<file path="src/rtl/scratchpad_writeback_pkg.sv">
// scratchpad_writeback_pkg: FSM encoding, slot-select width and element-count helper for the writeback stage
package scratchpad_writeback_pkg;
  localparam logic [1:0] ST_IDLE  = 2'd0;
  localparam logic [1:0] ST_WRITE = 2'd1;
  localparam logic [1:0] ST_DONE  = 2'd2;
  localparam int SEL_W = 2;
  function automatic int elem_count(input int max_dim);
    return max_dim * max_dim;
  endfunction
endpackage

</file>
<file path="src/rtl/scratchpad_writeback_acc_adder.sv">
// wb_acc_adder: accumulate adder, wrap-around by default, signed-saturating when WRITEBACK_ACC_SAT_EN is defined
module wb_acc_adder #(
  parameter int W = 32
) (
  input  logic [W-1:0] a,
  input  logic [W-1:0] b,
  output logic [W-1:0] sum
);
  logic [W-1:0] raw;
  assign raw = a + b;
`ifdef WRITEBACK_ACC_SAT_EN
  logic ovf;
  assign ovf = (a[W-1] == b[W-1]) && (raw[W-1] != a[W-1]);
  assign sum = ovf ? {a[W-1], {(W-1){~a[W-1]}}} : raw;
`else
  assign sum = raw;
`endif
endmodule

</file>
<file path="src/rtl/scratchpad_writeback.sv">
// scratchpad_writeback: streams a captured result matrix into one scratchpad slot, optional read-modify-write accumulate (saturating under WRITEBACK_ACC_SAT_EN)
module scratchpad_writeback
  import scratchpad_writeback_pkg::*;
#(
  parameter int BUS_WIDTH   = 32,
  parameter int MAX_DIM     = 4,
  parameter int ELEMENT_NUM = 1,
  parameter int ADDR_WIDTH  = 4
) (
  input  logic                                 clk_i,
  input  logic                                 rst_n_i,
  input  logic                                 start_i,
  input  logic [BUS_WIDTH*MAX_DIM*MAX_DIM-1:0] res_flat_i,
  input  logic [1:0]                           rows_i,
  input  logic [1:0]                           cols_i,
  input  logic [SEL_W-1:0]                     slot_i,
  input  logic                                 acc_i,
  input  logic [BUS_WIDTH-1:0]                 sp_rdata_i,
  output logic [ADDR_WIDTH-1:0]                sp_addr_o,
  output logic [BUS_WIDTH-1:0]                 sp_din_o,
  output logic                                 sp_ien_o,
  output logic [SEL_W-1:0]                     sp_write_sel_o,
  output logic [SEL_W-1:0]                     sp_bus_sel_o,
  output logic                                 busy_o,
  output logic                                 done_o
);
  localparam int N = elem_count(MAX_DIM);
  if (N > 2 ** ADDR_WIDTH || ELEMENT_NUM < 1 || ELEMENT_NUM > 2 ** SEL_W) begin : g_bad_cfg
    $error("scratchpad_writeback: address space or slot count does not fit the configuration");
  end
  logic [1:0]            state;
  logic [BUS_WIDTH-1:0]  res_q [N];
  logic [1:0]            rows_q, cols_q, row, col;
  logic [SEL_W-1:0]      slot_q;
  logic                  acc_q;
  logic [ADDR_WIDTH-1:0] idx;
  logic [BUS_WIDTH-1:0]  word, acc_sum;
  logic                  last;
  assign idx  = ADDR_WIDTH'(row) * ADDR_WIDTH'(MAX_DIM) + ADDR_WIDTH'(col);
  assign word = res_q[idx];
  assign last = (row == rows_q) && (col == cols_q);
  wb_acc_adder #(.W(BUS_WIDTH)) u_add (
    .a(sp_rdata_i),
    .b(word),
    .sum(acc_sum)
  );
  // Capture the job on start, then walk the valid window row-major one word per cycle
  always_ff @(posedge clk_i)
    if (!rst_n_i) begin
      state  <= ST_IDLE;
      rows_q <= '0;
      cols_q <= '0;
      slot_q <= '0;
      acc_q  <= 1'b0;
      row    <= '0;
      col    <= '0;
      res_q  <= '{default: '0};
    end else if (state == ST_IDLE) begin
      if (start_i) begin
        state  <= ST_WRITE;
        rows_q <= rows_i;
        cols_q <= cols_i;
        slot_q <= slot_i;
        acc_q  <= acc_i;
        row    <= '0;
        col    <= '0;
        for (int i = 0; i < N; i++) res_q[i] <= res_flat_i[i*BUS_WIDTH +: BUS_WIDTH];
      end
    end else if (state == ST_WRITE) begin
      state <= last ? ST_DONE : ST_WRITE;
      col   <= (col == cols_q) ? '0 : col + 1'b1;
      row   <= (col == cols_q) ? row + 1'b1 : row;
    end else begin
      state <= ST_IDLE;
    end
  // Write port is combinational from state so element_out reflects the addressed word this cycle
  always_comb begin
    sp_ien_o       = state == ST_WRITE;
    sp_addr_o      = sp_ien_o ? idx : '0;
    sp_din_o       = !sp_ien_o ? '0 : acc_q ? acc_sum : word;
    sp_write_sel_o = sp_ien_o ? slot_q : '0;
    sp_bus_sel_o   = sp_write_sel_o;
    busy_o         = sp_ien_o;
    done_o         = state == ST_DONE;
  end
endmodule

</file>
<file path="config.mk">
export PLATFORM = sky130hd
export DESIGN_NAME = scratchpad_writeback
export DESIGN_NICKNAME = d
export VERILOG_FILES = /design/src/rtl/scratchpad_writeback_pkg.sv /design/src/rtl/scratchpad_writeback_acc_adder.sv /design/src/rtl/scratchpad_writeback.sv
export SDC_FILE = /design/constraint.sdc
export NUM_CORES = 1
export LEC_CHECK = 0
export CORE_UTILIZATION = 47
export CTS_CLUSTER_DIAMETER = 40
export CTS_CLUSTER_SIZE = 30
export DETAILED_ROUTE_END_ITERATION = 12
export MAX_ROUTING_LAYER = met4
export PLACE_DENSITY = 0.72
export SLEW_MARGIN = 10
export SYNTH_ARGS = -nofsm -noshare
export SYNTH_HDL_FRONTEND = slang
export SYNTH_HIERARCHICAL = 1
export SYNTH_SLANG_ARGS = --single-unit
</file>
<file path="constraint.sdc">
create_clock -name clk_i -period 6.2 [get_ports clk_i]
set_input_delay 1.55 -clock clk_i [delete_from_list [all_inputs] [get_ports clk_i]]
set_output_delay 1.55 -clock clk_i [all_outputs]
set_load 0.02 [all_outputs]
</file>
==> run metrics, run 1 <==
outcome complete, but fails checks; violated checks negative setup slack; Worst Path Buf+Inv 4; largest family of logic cells by synthesized area simple AND/OR/NAND/NOR gates; final setup fails 12; fmax 153 MHz; Worst path slowest cell mux4_2; Slew HR 0.294; CTS sink cnt 525; Max Slew Vio Count 0; Slew @ Worst Pin 1.06 ns; Overall Global Routing Usage 0.357; met2 Use GR 0.557; die area 53200 um^2; Synth area leaders dfxtp_1, nand2_1, a21oi_1; Placeable Area 51500 um^2; Starting Density 0.477; largest net degree at the start of global routing 183; pre-CTS WS -0.367 ns; grt met1 use 0.450; die width 231 um; die height 231 um; Synth cell types 67; leakage 13.3 nW; post-synthesis sequential area ratio 0.428; vias in the first global route 23800; worst hold margin 0.452 ns; Cell Area, Synth 24600 um^2; CTS tree yes; cell taking the most area after synthesis dfxtp_1; nets 4155; most numerous cell on the critical path buf_6; Worst-Skew Late Latency 0.61 ns; Post-CTS Hold Fix Bufs 0; io pins 597; Worst Skew 0.0181 ns; routability cong. 0.981; CP top delay family compound AO/OA/AOI/OAI gates; fin crit share 1.05; Num CTS Buffers 71; Min-Delay Path Class register to register; cell depth of the worst setup path 19; Synth Area in Simple Gates 0.183; Via density 5.67; DRT iter0 DRCs 2312; Root Buffer clkbuf_16; Most Used Layer, Global Route met2; commonest register cell after synthesis dfxtp_1; register bit count reported by yosys 525; Crit Path Max Fanout 7; Post-Syn Instances 2955; clock slew at reported path FFs 0.05 ns; multiplexer area fraction after synthesis 0.146; layout cells sized above 1 0.161; DR vias 24600; Detailed Routing Iterations Pass 1 6; Worst EP arrival 4.97 ns; worst r2r path cells 5; Post-Route WL 95500 um; Worst path max stage delay 0.57 ns; initial antenna violation count 22; M3 GR Usage 0.0632; Compound-Gate Fraction of Synth Area 0.168; Layout area overhead 43.6%; Max Cap Viol 0; Synth top area share 0.428; first-pass GRT wire length 139000 um; post-route setup slack -0.320 ns; global route overflow 0; post-route setup TNS -1.73 ns; DRC viols 0; worst IR drop on VDD 0.000235 V; Cell Pwr Density 289 nW/um^2; final worst path period need 6.52 ns; number of synthesized flops with an enable pin 0; XOR/XNOR Fraction of Synth Area 0.0121; wire per inst 22.1 um; Final Hold Violating Endpoints 0; crit-path cells buf_6 > mux4_2 > mux2_4 > nor2_4 > a21oi_2 > ha_2 > fa_2 > a21o_1 > a221oi_4 > o211ai_4 > buf_6 > a311oi_4 > buf_4 > nor3_4 > a211oi_2 > xnor2_1 > a22oi_1 > o21ai_2 > buf_12; Post-synth ARST share 0; Setup crit start kind register; remaining antenna violation count 0; CTS HTree Levels 3; Avg Cell Area, Syn 8.31 um^2; Mapped Nets 3541; IO Port Bufs 596; unrepaired setup endpoints after global routing true; Reg2Reg Setup Slack 3.63 ns; crit path kind register to primary output; hpwl dp 70300 um; fillcell total 4099; worst hold path cell count 2; crit end category primary output; Req. time, crit path 4.65 ns; Rows 83; maximum clock path buffer count 3; Yosys warnings 6; adder-cell share of the synthesized area 0.0166
## layout by cell type (no fill, tap or decap), drive strengths merged, types with 14 or more instances in the layout
cell type / count
ha: 31
a21oi: 580
nand2: 1064
mux4: 128
dfxtp: 525
clkbuf: 87
mux2i: 32
a22oi: 64
inv: 28
clkinv: 14
xor2: 16
mux2: 33
clkdlybuf4s50: 569
buf: 211
nor2: 56
xnor2: 18
o21ai: 46
diode: 22
## registers in the layout, indices dropped and copies added (netlist names)
register and flops:
rows_q 2, row 2, slot_q 2, cols_q 2
res_q 512, col 2, acc_q 1, state 2
## per-stage QoR
stage	utilization	total power (W)	cell area (um^2)	std cells
final	0.685	0.0102	35300	4327
after global routing	0.684	0.0105	35300	4326
after CTS	0.677	0.0102	34900	4281
after detailed placement	0.614	0.00578	31600	4122
after global placement	0.614	0.00575	31600	4122
after floorplan	-	0.00486	24600	2955
## area by class of cell
cell class | instances | area, um^2 | area share
multi-input cells | 2171 | 13400 | 0.380
flip-flops and latches | 525 | 10500 | 0.298
repair buffers | 791 | 7880 | 0.223
clock buffers | 83 | 1930 | 0.0546
well taps | 680 | 851 | 0.0241
clock inverters | 46 | 597 | 0.0169
diodes | 22 | 55.1 | 0.00156
inverters | 9 | 41.3 | 0.00117
## layer usage
layer	up-vias	share of wire
li1	11400	-
met2	1077	0.47
met5	-	0
met4	0	0.049
met3	168	0.073
met1	11900	0.41
## tightest hold or removal path, stage by stage, from the launching register on
cell and delay, ns:
dfxtp_1 0.30, nand2_1 0.05, a21oi_1 0.05
## cell families after synthesis
| family | Yosys count |
|---|---|
| AND/OR/NAND/NOR | 1166 |
| XOR/XNOR | 34 |
| buffers and inverters | 259 |
| AO/OA/AOI/OAI | 746 |
| adder cells (fa/ha/maj) | 32 |
| multiplexers | 193 |
| flip-flops | 525 |
## synth_stat cells (3+ instances only)
library cell	count
buf_1	17
a31oi_1	5
nand3_1	6
mux2_2	33
o21bai_1	4
buf_6	9
and3_1	5
mux4_1	4
and2_1	9
mux2i_1	32
clkbuf_1	186
nand4_1	5
mux4_2	124
ha_1	31
a21oi_1	580
dfxtp_1	525
a21o_1	12
a22oi_1	64
nand2_1	1064
nor3_1	6
o21a_1	4
nor2_1	56
nor2b_1	3
buf_4	5
buf_2	30
xor2_1	16
inv_1	9
o21ai_1	32
o21ai_0	14
xnor2_1	18
## repair_timing
action,4_1_cts,5_1_grt
setup endpoints to repair,26,24
gates cloned,3,0
hold endpoints to repair,0,0
resized for setup,147,72
pin swaps,55,48
buffers inserted,28,25
## where the power goes
group          internal, W  total (W)  switching [W]
Combinational      0.00100    0.00211        0.00111
Sequential         0.00363    0.00377       0.000141
Clock              0.00266    0.00431        0.00165
## final timing paths
| check | startpoint | to |
|---|---|---|
| min | res_q[3]$_SDFFE_PN0P_ | res_q[3]$_SDFFE_PN0P_ |
| max | col[0]$_SDFFE_PN0P_ | sp_din_o[30] |
| min reg2reg | res_q[3]$_SDFFE_PN0P_ | res_q[3]$_SDFFE_PN0P_ |
| max reg2reg | state[0]$_SDFFE_PN0P_ | res_q[158]$_SDFFE_PN0P_ |
Note: power is estimated with default switching activity, not from simulation.
==> run 2, diff against run 1 <==
Settings changed: CTS_CLUSTER_DIAMETER 40 to 50.
==> run 2 against run 1 <==
  * The flow still finishes with violations (negative setup slack)
  * Cell count decreased by 0.97%
  * Hold slack improved by 0.0014 ns
  * Combinational power hardly changed
  * Total power down 9.0%
  * Flip-flop and latch count is the same
  * Utilization shrank 1.3 points
  * Critical endpoint is now sp_din_o[26]
==> run metrics, run 2 (same netlist as run 1, synthesis figures left out) <==
CTS sink cnt 525 (unchanged); final non-filler cell total 4285 (-0.97%); WL met1 39100 um (-0.41%); Slew @ Worst Pin 1.08 ns (+0.0255 ns); Rows 83 (unchanged); Post-CTS Hold Fix Bufs 0 (unchanged); Setup crit start kind register; violated checks negative setup slack; Slew HR 0.277 (-0.0170); unrepaired setup endpoints after global routing true; final setup fails 12 (unchanged); routability cong. 0.981 (unchanged); Placeable Area 51500 um^2 (unchanged); global route overflow 0 (unchanged); Worst Skew 0.0415 ns (+0.0234 ns); Detailed Routing Iterations Pass 1 5 (-1); crit end category primary output; crit path kind register to primary output; clock slew at reported path FFs 0.09 ns (+0.04 ns); first-pass GRT wire length 138000 um (-1.3%); top sig layer met4; final worst path period need 6.45 ns (-0.0749 ns); largest net degree at the start of global routing 183 (unchanged); pre-CTS WS -0.367 ns (unchanged); most flop-heavy register res_q; outcome complete, but fails checks; Starting Density 0.477 (unchanged); Reg2Reg Setup Slack 3.61 ns (-0.02 ns); leakage 12.9 nW (-2.7%); DRT iter0 DRCs 2085 (-9.8%); Overall Global Routing Usage 0.351 (-0.00574); commonest non-fill, non-tap cell in the layout nand2_1; Max Cap Viol 0 (unchanged); Final Hold Violating Endpoints 0 (unchanged); CTS tree yes; io pins 597 (unchanged); DRC viols 0 (unchanged); post-route setup slack -0.245 ns (+0.0749 ns); die width 231 um (unchanged); wire per inst 21.9 um (-0.58%); DR vias 24100 (-1.7%); Worst-Skew Late Latency 0.62 ns (about the same); CTS HTree Levels 2 (-1); max reg flops 512 (unchanged); met3 WL post-DR 6690 um (-3.5%); IO Port Bufs 596 (unchanged); Via density 5.63 (-0.74%); fillcell total 4198 (+2.4%); vias in the first global route 23300 (-1.7%); hpwl dp 70300 um (unchanged); die height 231 um (unchanged); Post-Route WL 94000 um (-1.5%); Layout area overhead 40.9%; Min-Delay Path Class register to register; worst hold margin 0.454 ns (+0.00135 ns); Cell Pwr Density 268 nW/um^2 (-7.3%); Placed Cells 4122 (unchanged); fmax 155 MHz (+1.2%); die area 53200 um^2 (unchanged); fin crit share 1.04 (-0.0121); most frequent cells in the layout nand2_1, clkdlybuf4s50_1, a21oi_1; metal2 WL 43900 um (-1.5%); worst IR drop on VDD 0.000228 V (-2.7%); Max Slew Vio Count 0 (unchanged); Root Buffer clkbuf_16; remaining antenna violation count 0 (unchanged); layout cells sized above 1 0.155 (-0.00625); maximum clock path buffer count 3 (unchanged); Num CTS Buffers 48 (-32%); nets 4130 (-0.60%); Req. time, crit path 4.65 ns (about the same); Worst EP arrival 4.90 ns (-0.07 ns); initial antenna violation count 24 (+9.1%); Crit Path Max Fanout 7 (unchanged)
## run 2: worst max-delay path, stage by stage, from the launching register on
cell	delay, ns
dfxtp_4	0.46
buf_12	0.17
buf_16	0.13
buf_4	0.11
mux4_2	0.56
mux2i_1	0.17
a21oi_1	0.10
ha_1	0.34
a21o_1	0.25
a221oi_4	0.36
o211ai_4	0.12
buf_6	0.13
a311oi_4	0.24
nor2_1	0.12
buf_4	0.15
a311oi_2	0.28
a22oi_1	0.14
o21ai_1	0.21
buf_4	0.20
## run 2: path summary, 6_finish.rpt
path	from	end	depth (start not counted)
min reg2reg	res_q[103]$_SDFFE_PN0P_	res_q[103]$_SDFFE_PN0P_	2
max reg2reg	state[0]$_SDFFE_PN0P_	res_q[158]$_SDFFE_PN0P_	5
max	col[0]$_SDFFE_PN0P_	sp_din_o[26]	18
min	res_q[103]$_SDFFE_PN0P_	res_q[103]$_SDFFE_PN0P_	2
## run 2: report_power, final
group	leakage [nW]	switching (W)	internal, W
registers	4.32	0.000138	0.00362
clock network	0.882	0.00166	0.00173
logic	7.73	0.00111	0.00101
## run 2: what timing repair did
action                                  in CTS  in global routing
cloned                                       3                  0
endpoints found under the setup margin      26                 25
pin swaps                                   59                 50
resized for setup                          159                 71
buffers inserted                            41                 12
## run 2: final cells by class
class	instances	area, um^2	share of cell area
diodes	21	52.6	0.00152
inverters	9	41.3	0.00119
multi-input cells	2171	13400	0.388
repair buffers	789	7850	0.227
well taps	680	851	0.0246
clock buffers	49	1230	0.0354
flip-flops and latches	525	10500	0.304
clock inverters	41	622	0.0180
## run 2: metal layers
metal  global-route usage  vias up
met2                0.548      998
li1                     -    11300
met5                    -        -
met1                0.453    11700
met4                0.157        0
met3               0.0508      147
## run 2: stage by stage
stage / total power [W] / setup TNS [ns] / cell area [um^2] / util
final: 0.00927 / -1.49 / 34600 / 0.672
after global routing: 0.00961 / -3.69 / 34600 / 0.672
after CTS: 0.00924 / -1.78 / 34300 / 0.666
after detailed placement: 0.00578 / -3.79 / 31600 / 0.614
after global placement: 0.00575 / -3.39 / 31600 / 0.614
after floorplan: 0.00486 / 0 / 24600 / -
==> run 3, diff against run 2 <==
Settings changed: PLACE_DENSITY 0.72 to 0.81.
==> run 3 against run 2 <==
  * The flow still finishes with violations (negative setup slack)
  * Hold slack lost 0.0037 ns
  * Highest routed layer unchanged
  * Clock power down 9.7%
  * Register-to-register slack improved by 0.22 ns
  * Non-clock buffer count shrank 24
  * Routed wire length down 2.9%
  * Sequential power is essentially flat
  * Utilization is 0.77 points lower
  * Critical endpoint is now sp_din_o[16]
  * Sequential share of layout area is 0.35 points higher
  * Die area unchanged
  * Critical path depth up 1
  * Via count is 0.18% higher
==> run metrics, run 3 (same netlist as run 1, synthesis figures left out) <==
clock slew at reported path FFs 0.08 ns (about the same); io pins 597 (unchanged); IO Port Bufs 596 (unchanged); Via density 5.69 (+1.0%); Worst Skew 0.0411 ns (-0.000425 ns); crit end category primary output; Max Cap Viol 0 (unchanged); DRT iter0 DRCs 2215 (+6.2%); FF/Latch Area 10500 um^2 (unchanged); post-route setup slack -0.211 ns (+0.0340 ns); leakage 12.7 nW (-1.7%); wire per inst 21.5 um (-2.1%); die width 231 um (unchanged); Root Buffer clkbuf_16; CTS sink cnt 525 (unchanged); worst IR drop on VDD 0.000215 V (-5.7%); Post-Route WL 91300 um (-2.9%); Rows 83 (unchanged); crit path kind register to primary output; remaining antenna violation count 0 (unchanged); fmax 156 MHz (+0.53%); CTS tree yes; Reg2Reg Setup Slack 3.83 ns (+0.22 ns); Worst path slowest cell dfxtp_4; layout cells sized above 1 0.144 (-0.0111); Multi-input gate area 13400 um^2 (-0.41%); most numerous cell on the critical path buf_12; maximum clock path buffer count 3 (unchanged); hpwl dp 65200 um (-7.3%); Final Hold Violating Endpoints 0 (unchanged); Placeable Area 51500 um^2 (unchanged); DR vias 24200 (+0.18%); die area 53200 um^2 (unchanged); DRC viols 0 (unchanged); design area 34200 um^2 (-1.1%); final setup fails 14 (+2); Reg-to-Reg End res_q[401]$_SDFFE_PN0P_; start point of the critical path col[0]$_SDFFE_PN0P_; violated checks negative setup slack; max reg flops 512 (unchanged); Worst path max stage delay 0.49 ns (-0.07 ns); Layout area overhead 39.3%; Worst EP arrival 4.86 ns (-0.04 ns); initial antenna violation count 14 (-42%); Starting Density 0.477 (unchanged); crit path capture sp_din_o[16]; worst r2r src state[0]$_SDFFE_PN0P_; largest net degree at the start of global routing 167 (-8.7%); routability cong. 0.952 (-2.9%); Num CTS Buffers 46 (-4.2%); Placed Cells 4094 (-0.68%); die height 231 um (unchanged); commonest non-fill, non-tap cell in the layout nand2_1; Max Slew Vio Count 0 (unchanged); crit-path cells buf_12 > buf_12 > mux4_2 > mux2_4 > nor2_2 > a21oi_1 > ha_2 > fa_2 > a21o_1 > a221oi_4 > o211ai_4 > buf_12 > a31o_4 > nor2b_4 > a311oi_2 > xnor2_1 > a22oi_1 > o21ai_1 > buf_4; Crit Path Max Fanout 8 (+1); most flop-heavy register res_q; nets 4104 (-0.63%); Worst-Skew Late Latency 0.62 ns (about the same); Detailed Routing Iterations Pass 1 7 (+2); global route overflow 0 (unchanged); unrepaired setup endpoints after global routing true; vias in the first global route 22600 (-3.0%); Cell Pwr Density 260 nW/um^2 (-2.9%); final worst path period need 6.41 ns (-0.0340 ns); fin crit share 1.03 (-0.00549); final non-filler cell total 4249 (-0.84%); fillcell total 4126 (-1.7%); Slew HR 0.346 (+0.0686); placed inst area 31400 um^2 (-0.66%); Overall Global Routing Usage 0.340 (-0.0117); Min-Delay Path Class register to register; Slew @ Worst Pin 0.981 ns (-0.103 ns); first-pass GRT wire length 133000 um (-3.3%); worst r2r path cells 5 (unchanged); Setup crit start kind register; CTS HTree Levels 2 (unchanged); most frequent cells in the layout nand2_1, a21oi_1, clkdlybuf4s50_1; Req. time, crit path 4.65 ns (about the same); outcome complete, but fails checks
-- run 3: worst min-delay path by stage --
stage | slack [ns] | end | depth (start not counted) | startpoint
6_report | 0.45 | slot_q[1]$_SDFFE_PN0P_ | 2 | slot_q[1]$_SDFFE_PN0P_
5_1_grt | 0.47 | res_q[115]$_SDFFE_PN0P_ | 2 | res_q[115]$_SDFFE_PN0P_
4_1_cts | 0.45 | slot_q[0]$_SDFFE_PN0P_ | 2 | slot_q[0]$_SDFFE_PN0P_
3_5_place_dp | 0.44 | slot_q[0]$_SDFFE_PN0P_ | 2 | slot_q[0]$_SDFFE_PN0P_
3_3_place_gp | 0.44 | slot_q[1]$_SDFFE_PN0P_ | 2 | slot_q[1]$_SDFFE_PN0P_
2_1_floorplan | 0.43 | res_q[372]$_SDFFE_PN0P_ | 2 | res_q[372]$_SDFFE_PN0P_
-- run 3: repair_timing --
item / 4_1_cts / 5_1_grt
endpoints found under the setup margin: 26 / 25
resized for setup: 78 / 118
setup buffers: 17 / 35
gates cloned: 2 / 3
hold buffers: 0 / 0
pin swaps: 14 / 51
-- run 3: critical path: cells and delay by family, from the launching register on --
kind / cells / cell delay, ns
xor+xnor: 1 / 0.15
simple gates: 2 / 0.21
buf+inv: 4 / 0.65
flops: 1 / 0.49
compound gates: 8 / 1.53
fa+ha+maj: 2 / 0.58
mux: 2 / 0.63
-- run 3: final cells by class --
type                       count  share of cell area
inverter                       9             0.00121
timing repair buffer         765               0.226
sequential                   525               0.308
clock buffer                  51              0.0348
antenna                       14             0.00102
tap                          680              0.0249
multi-input combinational   2171               0.391
clock inverter                34              0.0128
-- run 3: layer usage --
metal	global-route usage	share of wire	vias to the layer above
met5	-	0	-
met4	0.159	0.044	0
met3	0.0569	0.082	165
met2	0.521	0.47	1120
met1	0.438	0.41	11600
li1	-	-	11300
-- run 3: power breakdown --
part / leakage (nW) / switching, W / internal, W
sequential: 4.32 / 0.000139 / 0.00362
clock: 0.774 / 0.00152 / 0.00154
combinational: 7.62 / 0.00109 / 0.000986
-- run 3: through the flow --
stage | TNS [ns] | setup slack [ns] | util | hold WS, ns | power, W
final | -1.63 | -0.211 | 0.664 | 0.450 | 0.00890
after global routing | -3.98 | -0.364 | 0.664 | 0.468 | 0.00923
after global placement | -2.52 | -0.379 | 0.610 | 0.438 | 0.00572
after detailed placement | -2.91 | -0.408 | 0.610 | 0.442 | 0.00574
after CTS | -1.67 | -0.221 | 0.649 | 0.452 | 0.00881
after floorplan | 0 | 0.536 | - | 0.432 | 0.00486
